File: src/rtl/scr1_tapc_fsm.sv
`default_nettype none
// ============================================================================
//  Module      : scr1_tapc_fsm
//  Description : JTAG TAP controller core for the SCR1 debug path.
//                Runs the 16-state IEEE 1149.1 TAP FSM. Holds the 5-bit IR
//                and the internal IDCODE, BLD_ID and BYPASS data registers.
//                Steers DTMCS, DMI_ACCESS and SCU_ACCESS to external shift
//                chains through a select-plus-strobe interface and drives
//                TDO on the falling edge of TCK.
//  Revision    : 1.0 - initial release
// ----------------------------------------------------------------------------
//  Ports
//    tapc_tck      in   1  TCK; rising edge = FSM/IR/DR, falling edge = TDO
//    tapc_trst_n   in   1  TRST, asynchronous, active-low
//    tapc_tms      in   1  TMS, sampled on rising TCK
//    tapc_tdi      in   1  TDI, sampled on rising TCK
//    tapc_tdo      out  1  TDO, registered on falling TCK
//    tapc_tdo_en   out  1  TDO output enable, registered on falling TCK
//    tap_state_o   out  4  current TAP state
//    dr_sel_o      out  3  one-hot external chain: [0]=DTMCS [1]=DMI [2]=SCU
//    dr_capture_o  out  1  external chain capture strobe
//    dr_shift_o    out  1  external chain shift enable
//    dr_update_o   out  1  external chain update strobe
//    dr_tdi_o      out  1  serial data to external chain
//    dr_tdo_i      in   3  serial LSB from each external chain
// ============================================================================
module scr1_tapc_fsm #(
    parameter logic [31:0] IDCODE_VALUE = 32'hDEB11001,
    parameter logic [31:0] BLD_ID_VALUE = 32'h2209_2E01,
    parameter bit          SCU_EN       = 1'b1
) (
    input  logic       tapc_tck,
    input  logic       tapc_trst_n,
    input  logic       tapc_tms,
    input  logic       tapc_tdi,
    output logic       tapc_tdo,
    output logic       tapc_tdo_en,
    output logic [3:0] tap_state_o,
    output logic [2:0] dr_sel_o,
    output logic       dr_capture_o,
    output logic       dr_shift_o,
    output logic       dr_update_o,
    output logic       dr_tdi_o,
    input  logic [2:0] dr_tdo_i
);

    typedef enum logic [3:0] {
        TAP_RESET      = 4'd0,
        TAP_IDLE       = 4'd1,
        TAP_DR_SEL     = 4'd2,
        TAP_DR_CAPTURE = 4'd3,
        TAP_DR_SHIFT   = 4'd4,
        TAP_DR_EXIT1   = 4'd5,
        TAP_DR_PAUSE   = 4'd6,
        TAP_DR_EXIT2   = 4'd7,
        TAP_DR_UPDATE  = 4'd8,
        TAP_IR_SEL     = 4'd9,
        TAP_IR_CAPTURE = 4'd10,
        TAP_IR_SHIFT   = 4'd11,
        TAP_IR_EXIT1   = 4'd12,
        TAP_IR_PAUSE   = 4'd13,
        TAP_IR_EXIT2   = 4'd14,
        TAP_IR_UPDATE  = 4'd15
    } tap_state_e;

    localparam logic [4:0] c_ir_idcode = 5'h01;
    localparam logic [4:0] c_ir_bld_id = 5'h04;
    localparam logic [4:0] c_ir_scu    = 5'h09;
    localparam logic [4:0] c_ir_dtmcs  = 5'h10;
    localparam logic [4:0] c_ir_dmi    = 5'h11;

    tap_state_e  r_state;
    logic [4:0]  r_ir;
    logic [4:0]  r_ir_sreg;
    logic [31:0] r_dr_sreg;
    logic        r_bypass;

    logic [2:0]  w_sel;
    logic        w_is_idcode;
    logic        w_is_bld_id;
    logic        w_is_bypass;
    logic        w_to_reset;
    logic        w_dr_tdo;

    // ------------------------------------------------------------------
    // TAP state machine
    // ------------------------------------------------------------------
    always_ff @(posedge tapc_tck or negedge tapc_trst_n) begin
        if (!tapc_trst_n) begin
            r_state <= TAP_RESET;
        end else begin
            unique case (r_state)
                TAP_RESET:      r_state <= tapc_tms ? TAP_RESET    : TAP_IDLE;
                TAP_IDLE:       r_state <= tapc_tms ? TAP_DR_SEL   : TAP_IDLE;
                TAP_DR_SEL:     r_state <= tapc_tms ? TAP_IR_SEL   : TAP_DR_CAPTURE;
                TAP_DR_CAPTURE: r_state <= tapc_tms ? TAP_DR_EXIT1 : TAP_DR_SHIFT;
                TAP_DR_SHIFT:   r_state <= tapc_tms ? TAP_DR_EXIT1 : TAP_DR_SHIFT;
                TAP_DR_EXIT1:   r_state <= tapc_tms ? TAP_DR_UPDATE: TAP_DR_PAUSE;
                TAP_DR_PAUSE:   r_state <= tapc_tms ? TAP_DR_EXIT2 : TAP_DR_PAUSE;
                TAP_DR_EXIT2:   r_state <= tapc_tms ? TAP_DR_UPDATE: TAP_DR_SHIFT;
                TAP_DR_UPDATE:  r_state <= tapc_tms ? TAP_DR_SEL   : TAP_IDLE;
                TAP_IR_SEL:     r_state <= tapc_tms ? TAP_RESET    : TAP_IR_CAPTURE;
                TAP_IR_CAPTURE: r_state <= tapc_tms ? TAP_IR_EXIT1 : TAP_IR_SHIFT;
                TAP_IR_SHIFT:   r_state <= tapc_tms ? TAP_IR_EXIT1 : TAP_IR_SHIFT;
                TAP_IR_EXIT1:   r_state <= tapc_tms ? TAP_IR_UPDATE: TAP_IR_PAUSE;
                TAP_IR_PAUSE:   r_state <= tapc_tms ? TAP_IR_EXIT2 : TAP_IR_PAUSE;
                TAP_IR_EXIT2:   r_state <= tapc_tms ? TAP_IR_UPDATE: TAP_IR_SHIFT;
                TAP_IR_UPDATE:  r_state <= tapc_tms ? TAP_DR_SEL   : TAP_IDLE;
                default:        r_state <= TAP_RESET;
            endcase
        end
    end

    // Only Test-Logic-Reset itself and Select-IR-Scan lead into RESET, so
    // this is exactly the "about to enter RESET" condition.
    assign w_to_reset = tapc_tms & ((r_state == TAP_RESET) | (r_state == TAP_IR_SEL));

    // ------------------------------------------------------------------
    // Instruction register path
    // ------------------------------------------------------------------
    always_ff @(posedge tapc_tck or negedge tapc_trst_n) begin
        if (!tapc_trst_n) begin
            r_ir_sreg <= 5'd0;
        end else if (r_state == TAP_IR_CAPTURE) begin
            r_ir_sreg <= 5'b00001;
        end else if (r_state == TAP_IR_SHIFT) begin
            r_ir_sreg <= {tapc_tdi, r_ir_sreg[4:1]};
        end
    end

    always_ff @(posedge tapc_tck or negedge tapc_trst_n) begin
        if (!tapc_trst_n) begin
            r_ir <= c_ir_idcode;
        end else if (w_to_reset) begin
            r_ir <= c_ir_idcode;
        end else if (r_state == TAP_IR_UPDATE) begin
            r_ir <= r_ir_sreg;
        end
    end

    // ------------------------------------------------------------------
    // Instruction decode (from the active IR only, never the shift reg)
    // ------------------------------------------------------------------
    always_comb begin
        w_sel       = 3'b000;
        w_is_idcode = 1'b0;
        w_is_bld_id = 1'b0;
        w_is_bypass = 1'b0;
        case (r_ir)
            c_ir_idcode: w_is_idcode = 1'b1;
            c_ir_bld_id: w_is_bld_id = 1'b1;
            c_ir_dtmcs:  w_sel       = 3'b001;
            c_ir_dmi:    w_sel       = 3'b010;
            c_ir_scu: begin
                if (SCU_EN) begin
                    w_sel = 3'b100;
                end else begin
                    w_is_bypass = 1'b1;
                end
            end
            default:     w_is_bypass = 1'b1;
        endcase
    end

    // ------------------------------------------------------------------
    // Internal data registers; Update has no effect on them
    // ------------------------------------------------------------------
    always_ff @(posedge tapc_tck or negedge tapc_trst_n) begin
        if (!tapc_trst_n) begin
            r_dr_sreg <= 32'd0;
            r_bypass  <= 1'b0;
        end else if (r_state == TAP_DR_CAPTURE) begin
            r_dr_sreg <= w_is_idcode ? IDCODE_VALUE :
                         w_is_bld_id ? BLD_ID_VALUE : 32'd0;
            r_bypass  <= 1'b0;
        end else if (r_state == TAP_DR_SHIFT) begin
            if (w_is_bypass) begin
                r_bypass <= tapc_tdi;
            end else if (w_is_idcode || w_is_bld_id) begin
                r_dr_sreg <= {tapc_tdi, r_dr_sreg[31:1]};
            end
        end
    end

    // ------------------------------------------------------------------
    // TDO, launched on the falling edge so the host samples it on rising
    // ------------------------------------------------------------------
    assign w_dr_tdo = (|w_sel)    ? (|(dr_tdo_i & w_sel)) :
                      w_is_bypass ? r_bypass : r_dr_sreg[0];

    always_ff @(negedge tapc_tck or negedge tapc_trst_n) begin
        if (!tapc_trst_n) begin
            tapc_tdo    <= 1'b0;
            tapc_tdo_en <= 1'b0;
        end else if (r_state == TAP_IR_SHIFT) begin
            tapc_tdo    <= r_ir_sreg[0];
            tapc_tdo_en <= 1'b1;
        end else if (r_state == TAP_DR_SHIFT) begin
            tapc_tdo    <= w_dr_tdo;
            tapc_tdo_en <= 1'b1;
        end else begin
            tapc_tdo    <= 1'b0;
            tapc_tdo_en <= 1'b0;
        end
    end

    // ------------------------------------------------------------------
    // External chain interface
    // ------------------------------------------------------------------
    assign tap_state_o  = r_state;
    assign dr_sel_o     = w_sel;
    assign dr_capture_o = (r_state == TAP_DR_CAPTURE) & (|w_sel);
    assign dr_shift_o   = (r_state == TAP_DR_SHIFT)   & (|w_sel);
    assign dr_update_o  = (r_state == TAP_DR_UPDATE)  & (|w_sel);
    assign dr_tdi_o     = tapc_tdi;

endmodule
`default_nettype wire

File: config.mk
export PLATFORM = sky130hd
export DESIGN_NAME = scr1_tapc_fsm
export DESIGN_NICKNAME = d
export VERILOG_FILES = /design/src/rtl/scr1_tapc_fsm.sv
export SDC_FILE = /design/constraint.sdc
export NUM_CORES = 1
export LEC_CHECK = 0
export BUFFER_PORTS_ARGS = -buffer_cell sky130_fd_sc_hd__buf_4
export CAP_MARGIN = 0
export CORE_MARGIN = 2
export CORE_UTILIZATION = 50
export CTS_CLUSTER_DIAMETER = 120
export CTS_CLUSTER_SIZE = 30
export DETAILED_ROUTE_END_ITERATION = 7
export PLACE_DENSITY = 0.77
export SLEW_MARGIN = 10
export SYNTH_ARGS = -nofsm -noshare
export SYNTH_HDL_FRONTEND = slang
export SYNTH_SLANG_ARGS = --single-unit
File: constraint.sdc
create_clock -name tapc_tck -period 2.5 [get_ports tapc_tck]
set_clock_uncertainty 0.05 [all_clocks]
set_input_delay 0.5 -clock tapc_tck [delete_from_list [all_inputs] [get_ports tapc_tck]]
set_output_delay 0.5 -clock tapc_tck [all_outputs]
set_load 0.05 [all_outputs]
# Word-level counts from Yosys, hierarchy flattened

Cells that the tools add are included.

Reduce and logical (&&, ||, !) cells: 15
Equal/unequal tests: 21
Add/subtract/negate cells: 0
Bitwise gates (word level): 6
Divide/modulo/power cells: 0
Shifts and indexed selects: 0
Multipliers: 0
Mux-type cells: 35
$lt $le $gt $ge: 0

Operator list:

| kind               | number |
|---|---|
| $mux 32            | 5 |
| $pmux 4 s12        | 1 |
| $eq 4x4->1 const B | 8 |
| $mux 30            | 1 |
| $mux 5             | 4 |
| $eq 4x3->1 const B | 4 |
| $mux 4             | 4 |
| $mux 1             | 14 |
| $eq 5x5->1 const B | 2 |
| $reduce_bool 2->1  | 5 |
| $pmux 3 s3         | 1 |
| $reduce_or 3->1    | 3 |
| $eq 4x2->1 const B | 2 |
| $mux 2             | 3 |
| $mux 3             | 2 |
| $eq 5x1->1 const B | 1 |
| $eq 5x3->1 const B | 1 |
| $eq 5x4->1 const B | 1 |
| $reduce_or 5->1    | 1 |
| $and 1x1->1        | 4 |
| $eq 4x1->1 const B | 1 |
| $logic_not 4->1    | 1 |
| $reduce_or 2->1    | 2 |
| $and 3x3->3        | 1 |
| 5 further kinds    | 5 |

Output and inout bits: 13
Register bits: 49
Input port bits: 7
RAM bits: 0
Memories: 0
Memory bits (read-only): 0
Latch bits: 0
Logic and storage cells: 84

# Depth between registers and ports, before layout

Gate-level depths: netlist of run 1.

Depth after elaboration: 7
Mapped depth: 7
Mapped depth without buffers: 4

==> results of run 1 <==
[registers in the layout (all words and copies together), names as in the netlist]
name / cells
r_dr_sreg: 32
r_ir_sreg: 5
tapc_tdo_en: 1
r_bypass: 1
tap_state_o: 4
tapc_tdo: 1
r_ir: 5
[final cells by class]
class,count,area (µm²)
flip-flops and latches,49,1230
well taps,52,65.1
repair buffers,52,412
inverters,3,11.3
multi-input cells,174,1030
clock buffers,6,82.6
fillers,350,1540
clock inverters,2,37.5
[worst reg2reg max path: cells and delay by family (launching register included)]
family          cells  cell delay [ps]
simple gates        1              120
compound gates      3              760
flops               1              570
[cell families (layout without fill, tap and decap cells)]
kind of cell,count (synthesis),after routing,synth area share
flops,49,49,0.528
simple gates,107,107,0.222
compound gates,51,51,0.140
mux,13,13,0.0565
xor+xnor,3,3,0.0113
buf+inv,22,63,0.0414
[per-layer routing]
| layer | part of all wire | GRT usage | wire length [µm] | vias to the layer above |
|---|---|---|---|---|
| li1 | - | - | - | 935 |
| met1 | 0.48 | 0.283 | 2320 | 893 |
| met5 | 0 | 0 | 0 | - |
| met4 | 0.011 | 0.0776 | 55 | 0 |
| met3 | 0.029 | 0.0458 | 140 | 6 |
| met2 | 0.48 | 0.333 | 2360 | 26 |
[synthesized netlist by cell type (all sizes together)]
master,number
dfrtp,46
nand2,44
nand3,22
o21ai,20
nor2,13
mux2i,12
a21oi,11
clkbuf,11
nor3,9
buf,8
a2bb2oi,6
nand2b,4
nand3b,4
inv,3
nor4,3
o22ai,3
a211o,2
a211oi,2
dfrtn,2
o211ai,2
xnor2,2
a21bo,1
a221o,1
a31o,1
and2,1
dfstp,1
mux2,1
nand4,1
nand4bb,1
nor2b,1
nor3b,1
nor4b,1
o221a,1
o32ai,1
or3,1
or4b,1
xor2,1
[where the power goes]
part	leakage (nW)	total (mW)	switching, mW	internal (mW)
Sequential	0.620	1.32	0.200	1.12
Clock	0.0574	0.592	0.267	0.325
Combinational	0.727	1.73	0.977	0.749
Total	1.41	3.64	1.44	2.19
[worst max-delay path by stage]
stage	depth (start not counted)	slack [ps]	end	from
2_1_floorplan	5	-600	tapc_tdo	r_ir[0]
3_3_place_gp	4	-390	tapc_tdo	r_ir[0]
3_5_place_dp	4	-410	tapc_tdo	r_ir[0]
4_1_cts	4	-360	tapc_tdo	r_ir[0]
5_1_grt	4	-460	tapc_tdo	r_ir[0]
6_report	4	-400	tapc_tdo	r_ir[0]
[stage by stage]
step                instance area (µm²)  total power, mW  utilization
floorplan                          2370             2.50            -
global placement                   2690             2.95        0.610
detailed placement                 2690             3.00        0.610
CTS                                2860             3.64        0.648
global route                       2870             3.92        0.651
finish                             2870             3.64        0.651
[timing repair]
item,4_1_cts,5_1_grt
endpoints found under the setup margin,3,6
pin swaps,2,1
gates resized for setup,4,4
hold endpoints to repair,14,0
setup buffers,2,1
hold buffers,1,0
==> results.cfg, run 1 <==
[run_status]
status = finished, violations left
failed_checks = setup timing

[global_route]
grt_overflow = 0
grt_pass1_wl_mm = 8.52
antenna_found_initial = 0
grt_pass1_vias = 1820
grt_usage = 0.209
grt_start_max_net_pins = 34

[job]
drv_cap = 0

[sta]
tightestPinTransition_ps = 418
final_hold_viol_count = 0
whs_ps = 417
tns_ps = -818
relSlewSlack = 0.720
setup_viol = 4
drv_slew = 0
rsz0062_at_grt = true
setup_ws_ps = -396

[hold_path]
holdCritPathClass = flip-flop to flip-flop
holdPathStages = 2
min_to = r_dr_sreg[18]
min-delay-start = r_dr_sreg[19]

[place]
gp_congestion = 0.808
dp_hpwl_mm = 3.32
place_ws_ps = -414
io_buffers = 19
place_inst = 327

[worst_setup_path]
worstReg2RegEnd = tapc_tdo
worst-r2r-cell-count = 4
cp.required_ps = 1360
rrSetupSlack_ps = -400
cp-end-kind = flip-flop
slowest_delay_ps = 570
cp_num_buf_inv = 0
critPathLaunchType = flip-flop
reg2reg_from = r_ir[0]
crit_slowest_cell = dfstp_2
path_cells = nand3b_1 -> a211o_1 -> a221o_1 -> a31o_2
crit_family = compound AO/OA/AOI/OAI gates
cp.arrival_ps = 1760
path_class = flip-flop to flip-flop
critPathMaxFanout = 4

[yosys]
synthCells = 245
synth_warnings = 0
synth_nets = 252
netlist_area_mm2 = 0.00232
synth.area.top_cells = dfrtp_1 50%, nand2_1 7.1%, mux2i_1 5.2%
synth_seq_cells = 49
ys_seq_area_frac = 0.528
yosys.area.top_type = dfrtp_1
synth.distinct_cells = 41
synth_top_area_share = 0.495
avgSynthCellArea_um2 = 9.49

[clock_tree]
cts_tree = built
clk_latency_ps = 300
clkTransAtPathRegs_ps = 90
cts_num_sinks = 49
cts_max_level = 2
ctsRootBufferMaster = clkbuf_8
clockBufferDepth = 2
numCtsBuffers = 5

[final_layout]
final_cells = 338
layout-drive-gt1-share = 0.252
mostFrequentLayoutCells = 46 x buf_4, 44 x nand2_1, 43 x dfrtp_1
layout-area-overhead-vs-synth_pct = 23.6
layout_commonest_cell = buf_4
finalNetCount = 292
diodes = 0

[drt]
vias = 1860
routed_wl_mm = 4.88
detail_route.first_pass.iterations = 4
wire_per_inst_um = 14.4
drc = 0
avgViaCountPerCell = 5.50
drt_iter0_markers = 138
antenna_left = 0

[floorplanning]
initial_core_util = 0.527
die_x_um = 72.2
ioPinCount = 20
die_area_mm2 = 0.00521
core_area_mm2 = 0.00441
std_cell_rows = 24
die_height_um = 72.2

[power_and_ir_drop]
p_leak_nw = 1.41
ir_drop_mv = 0.818
power_density_mw_per_mm2 = 1270
Note: power is estimated with default switching activity, not from simulation.
==> run 2, diff against run 1 <==
--- a/config.mk
+++ b/config.mk
@@ -7,6 +7,7 @@
 export LEC_CHECK = 0
 export BUFFER_PORTS_ARGS = -buffer_cell sky130_fd_sc_hd__buf_4
 export CAP_MARGIN = 0
+export CORE_ASPECT_RATIO = 1.4
 export CORE_MARGIN = 2
 export CORE_UTILIZATION = 50
 export CTS_CLUSTER_DIAMETER = 120
==> run 2 against run 1 <==
The run still ends with setup timing left; sequential share of layout area grew 0.11 points; routed wire length increased by 4.5%; critical endpoint unchanged; critical path type unchanged; combinational power about the same; worst hold slack worse by 400 ps; highest routed layer unchanged; via count is 3.3% higher.
==> results.cfg, run 2 (same netlist as run 1, synthesis figures left out) <==
[final_layout]
layout-drive-gt1-share = 0.249
regMostFlops = r_dr_sreg
final_cells = 347
layout_commonest_cell = buf_4
layout-area-overhead-vs-synth_pct = 23.3
top_regs = r_dr_sreg x32, r_ir x5, r_ir_sreg x5
finalNetCount = 291
mostFrequentLayoutCells = 48 x buf_4, 44 x nand2_1, 43 x dfrtp_1
largest_register_ffs = 32
diodes = 0
fin_util = 0.637
design_area_mm2 = 0.00287
multi_input_area_mm2 = 0.00103
ff_latch_area_mm2 = 0.00123
fillCellCount = 398

[run_status]
failed_checks = setup timing
status = finished, violations left

[power_and_ir_drop]
p_leak_nw = 1.40
seqPwrFrac = 0.361
swShare = 0.401
p_int_mw = 2.18
power_density_mw_per_mm2 = 1270
netSwitchingPower_mw = 1.46
comb_power_share = 0.476
power.share.clock = 0.163
ir_drop_mv = 0.662

[clock_tree]
cts_tree = built
ctsRootBufferMaster = clkbuf_8
clkTransAtPathRegs_ps = 90
numCtsBuffers = 5
clk_latency_ps = 300
cts_max_level = 2
ctsHoldBuffers = 0
clockBufferDepth = 2
cts_num_sinks = 49

[global_route]
grt_usage = 0.217
antenna_found_initial = 0
grt_pass1_vias = 1903
grt_start_max_net_pins = 33
grt_overflow = 0
grt_pass1_wl_mm = 8.56

[sta]
rsz0062_at_grt = true
drv_slew = 0
setup_ws_ps = -363
relSlewSlack = 0.692
tightestPinTransition_ps = 459
final_hold_viol_count = 0
setup_viol = 3

[floorplanning]
die_area_mm2 = 0.00522
initial_core_util = 0.517
std_cell_rows = 29
core_area_mm2 = 0.00450
die_height_um = 84.7
die_x_um = 61.6
ioPinCount = 20

[drt]
drc = 0
antenna_left = 0
drt_iter0_markers = 140
routed_wl_mm = 5.10
wire_per_inst_um = 14.7
vias = 1922
avgViaCountPerCell = 5.54
detail_route.first_pass.iterations = 4

[worst_setup_path]
worst-r2r-cell-count = 4
cp-end-kind = flip-flop
reg2reg_from = r_ir[0]
critPathMaxFanout = 4
worstReg2RegEnd = tapc_tdo
path_class = flip-flop to flip-flop
rrSetupSlack_ps = -360
critPathLaunchType = flip-flop
cp.required_ps = 1360
cp.arrival_ps = 1720

[place]
dp_hpwl_mm = 3.61
dpl_cell_area_mm2 = 0.00271
io_buffers = 19
place_inst = 338
gp_congestion = 0.801

[job]
drv_cap = 0

[hold_path]
holdCritPathClass = primary input to async pin
run 2: cell types whose count changed in the layout (fill, tap and decap cells not counted), sizes merged:
| cell | before | now |
|---|---|---|
| dlygate4sd3 | 1 | 0 |
run 2: cell type report:
cell class,count,area share
Tap cell,62,0.0271
Clock buffer,6,0.0288
Clock inverter,2,0.0131
Inverter,3,0.00393
Timing Repair Buffer,51,0.138
Sequential cell,49,0.430
Multi-Input combinational cell,174,0.360
run 2: critical path, cell delays in order, from the launching register on:
cell      delay (ps)
dfstp_2          580
nand3b_1         110
a211o_1          280
a221o_1          260
a31o_2           190
run 2: worst max path at each step:
stage / startpoint / end / cells past startpoint
after detailed placement: r_ir[0] / tapc_tdo / 4
after floorplan: r_ir[0] / tapc_tdo / 5
after global placement: r_ir[0] / tapc_tdo / 4
after CTS: r_ir[0] / tapc_tdo / 4
final: r_ir[0] / tapc_tdo / 4
after global routing: r_ir[0] / tapc_tdo / 4
run 2: routing by layer:
metal	global-route usage	share of wire	up-vias
li1	-	-	938
met1	0.256	0.39	937
met2	0.385	0.56	37
met3	0.0462	0.028	10
met4	0.0542	0.013	0
met5	0	0	-
run 2: power by group through the flow:
stage | clock, mW | combinational (mW) | sequential [mW]
3_3_place_gp | 0 | 1.66 | 1.31
2_1_floorplan | 0 | 1.08 | 1.42
5_1_grt | 0.635 | 1.91 | 1.36
6_report | 0.592 | 1.73 | 1.32
3_5_place_dp | 0 | 1.71 | 1.32
4_1_cts | 0.604 | 1.74 | 1.32
run 2: what timing repair did:
action | in CTS | in global routing
gates cloned | 0 | 0
setup buffers | 2 | 0
endpoints found under the setup margin | 3 | 5
pin swaps | 2 | 1
gates resized for setup | 3 | 3
run 2: stage by stage:
step / hold slack [ps] / TNS (ps) / worst slack [ps] / total power [mW]
after floorplan: 154 / -1020 / -602 / 2.50
after global routing: 14.1 / -838 / -408 / 3.90
after CTS: 13.6 / -740 / -354 / 3.66
final: 12.7 / -749 / -363 / 3.64
after detailed placement: 347 / -409 / -409 / 3.03
after global placement: 345 / -389 / -389 / 2.97
==> run 3, diff against run 2 <==
--- a/config.mk
+++ b/config.mk
@@ -9,11 +9,12 @@
 export CAP_MARGIN = 0
 export CORE_ASPECT_RATIO = 1.4
 export CORE_MARGIN = 2
-export CORE_UTILIZATION = 50
+export CORE_UTILIZATION = 40
 export CTS_CLUSTER_DIAMETER = 120
 export CTS_CLUSTER_SIZE = 30
 export DETAILED_ROUTE_END_ITERATION = 7
-export PLACE_DENSITY = 0.77
+export PLACE_DENSITY = 0.65
+export RECOVER_POWER = 100
 export SLEW_MARGIN = 10
 export SYNTH_ARGS = -nofsm -noshare
 export SYNTH_HDL_FRONTEND = slang
==> run 3 against run 2 <==
The flow still finishes with violations (setup timing); die area increased by 24%; utilization shrank 13 points; cell count increased by 3.2%; global-route usage shrank 3.4 points; non-clock buffer count increased by 5; critical path type unchanged; highest routed layer unchanged.
==> results.cfg, run 3 (same netlist as run 1, synthesis figures left out) <==
[drt]
wire_per_inst_um = 14.3
vias = 1889
avgViaCountPerCell = 5.28
drt_iter0_markers = 118
drc = 0
antenna_left = 0
detail_route.first_pass.iterations = 4
routed_wl_mm = 5.12

[final_layout]
top_regs = r_dr_sreg x32, r_ir x5, r_ir_sreg x5
finalNetCount = 296
layout_commonest_cell = nand2_1
fillCellCount = 534
mostFrequentLayoutCells = 44 x nand2_1, 43 x dfrtp_1, 34 x buf_4
largest_register_ffs = 32
layout-area-overhead-vs-synth_pct = 22.3
diodes = 0
layout-drive-gt1-share = 0.217
design_area_mm2 = 0.00284
regMostFlops = r_dr_sreg

[sta]
relSlewSlack = 0.376
setup_ws_ps = -377
drv_slew = 0
final_hold_viol_count = 0
setup_viol = 3
rsz0062_at_grt = true
tightestPinTransition_ps = 937
whs_ps = 420

[clock_tree]
clockBufferDepth = 2
clkTransAtPathRegs_ps = 90
clk_latency_ps = 310
numCtsBuffers = 5
cts_num_sinks = 49
cts_tree = built
ctsRootBufferMaster = clkbuf_8
cts_max_level = 2

[place]
dp_hpwl_mm = 3.65
gp_congestion = 0.788
io_buffers = 19
dpl_cell_area_mm2 = 0.00274
place_ws_ps = -437

[global_route]
grt_usage = 0.183
grt_pass1_wl_mm = 8.90
grt_pass1_vias = 1846
grt_overflow = 0
antenna_found_initial = 0
grt_start_max_net_pins = 39

[run_status]
status = finished, violations left
failed_checks = setup timing

[floorplanning]
initial_core_util = 0.418
core_area_mm2 = 0.00557
die_height_um = 94.2
ioPinCount = 20
die_area_mm2 = 0.00645
std_cell_rows = 32
die_x_um = 68.4

[power_and_ir_drop]
power.total_mw = 3.53
ir_drop_mv = 0.530
power_density_mw_per_mm2 = 1240
p_leak_nw = 1.37

[worst_setup_path]
cp-end-kind = flip-flop
crit_start = r_ir[0]
critPathLaunchType = flip-flop
worstReg2RegEnd = tapc_tdo
cp.required_ps = 1350
critPathMaxFanout = 4
slowest_delay_ps = 580
crit_slowest_cell = dfstp_2
cp.arrival_ps = 1730
rrSetupSlack_ps = -380
worst-r2r-cell-count = 4
reg2reg_from = r_ir[0]
path_class = flip-flop to flip-flop
path_cells = nand3b_1 -> a211o_1 -> a221o_1 -> a31o_2

[hold_path]
min-delay-start = tapc_tdi
min_to = r_bypass
holdCritPathClass = primary input to flip-flop
holdPathStages = 3

[job]
drv_cap = 0
run 3: cell count changes in the layout (fill, tap and decap cells not counted), sizes merged:
cell	change
dlygate4sd3	+1
buf	-13
clkbuf	+16
clkinv	+1
run 3: critical path, delay by kind of cell, from the launching register on:
kind / cells / cell delay, ps
AOI/OAI and AO/OA: 3 / 750
DFF: 1 / 580
and+or+nand+nor: 1 / 110
run 3: worst max path at each step:
stage | to | cells past startpoint | slack (ps)
after floorplan | tapc_tdo | 5 | -600
after global placement | tapc_tdo | 4 | -400
final | tapc_tdo | 4 | -380
after CTS | tapc_tdo | 4 | -360
after detailed placement | tapc_tdo | 4 | -440
after global routing | tapc_tdo | 4 | -420
run 3: per-stage QoR:
stage,TNS (ps),std cells,utilization
after floorplan,-1020,245,-
after global placement,-404,346,0.492
after detailed placement,-437,346,0.492
after CTS,-764,358,0.520
after global routing,-1220,358,0.511
final,-744,358,0.511
run 3: repair_timing:
| action | CTS | global route |
|---|---|---|
| resized for setup | 3 | 2 |
| endpoints found under the setup margin | 3 | 6 |
| setup buffers | 3 | 2 |
| cloned | 0 | 0 |
| pin swaps | 2 | 1 |
| hold buffers | 1 | 0 |
| hold endpoints to repair | 9 | 0 |
run 3: where the power goes:
group          switching (mW)  internal (mW)
Sequential              0.202           1.12
Combinational           0.961          0.680
Clock                   0.275          0.300
Total                    1.44           2.10
run 3: area by class of cell:
| type | instances | area (µm²) | share of cell area |
|---|---|---|---|
| sequential | 49 | 1230 | 0.433 |
| multi-input combinational | 174 | 1020 | 0.359 |
| timing repair buffer | 56 | 380 | 0.134 |
| tap | 68 | 85.1 | 0.0299 |
| clock buffer | 5 | 68.8 | 0.0242 |
| clock inverter | 3 | 46.3 | 0.0163 |
| inverter | 3 | 11.3 | 0.00396 |
run 3: per-layer routing:
metal  up-vias  track usage  routed length [µm]
li1        949            -                   -
met1       910        0.230                2260
met2        23        0.306                2650
met3         7       0.0396                 129
met4         0       0.0567                  80
met5         -            0                   0
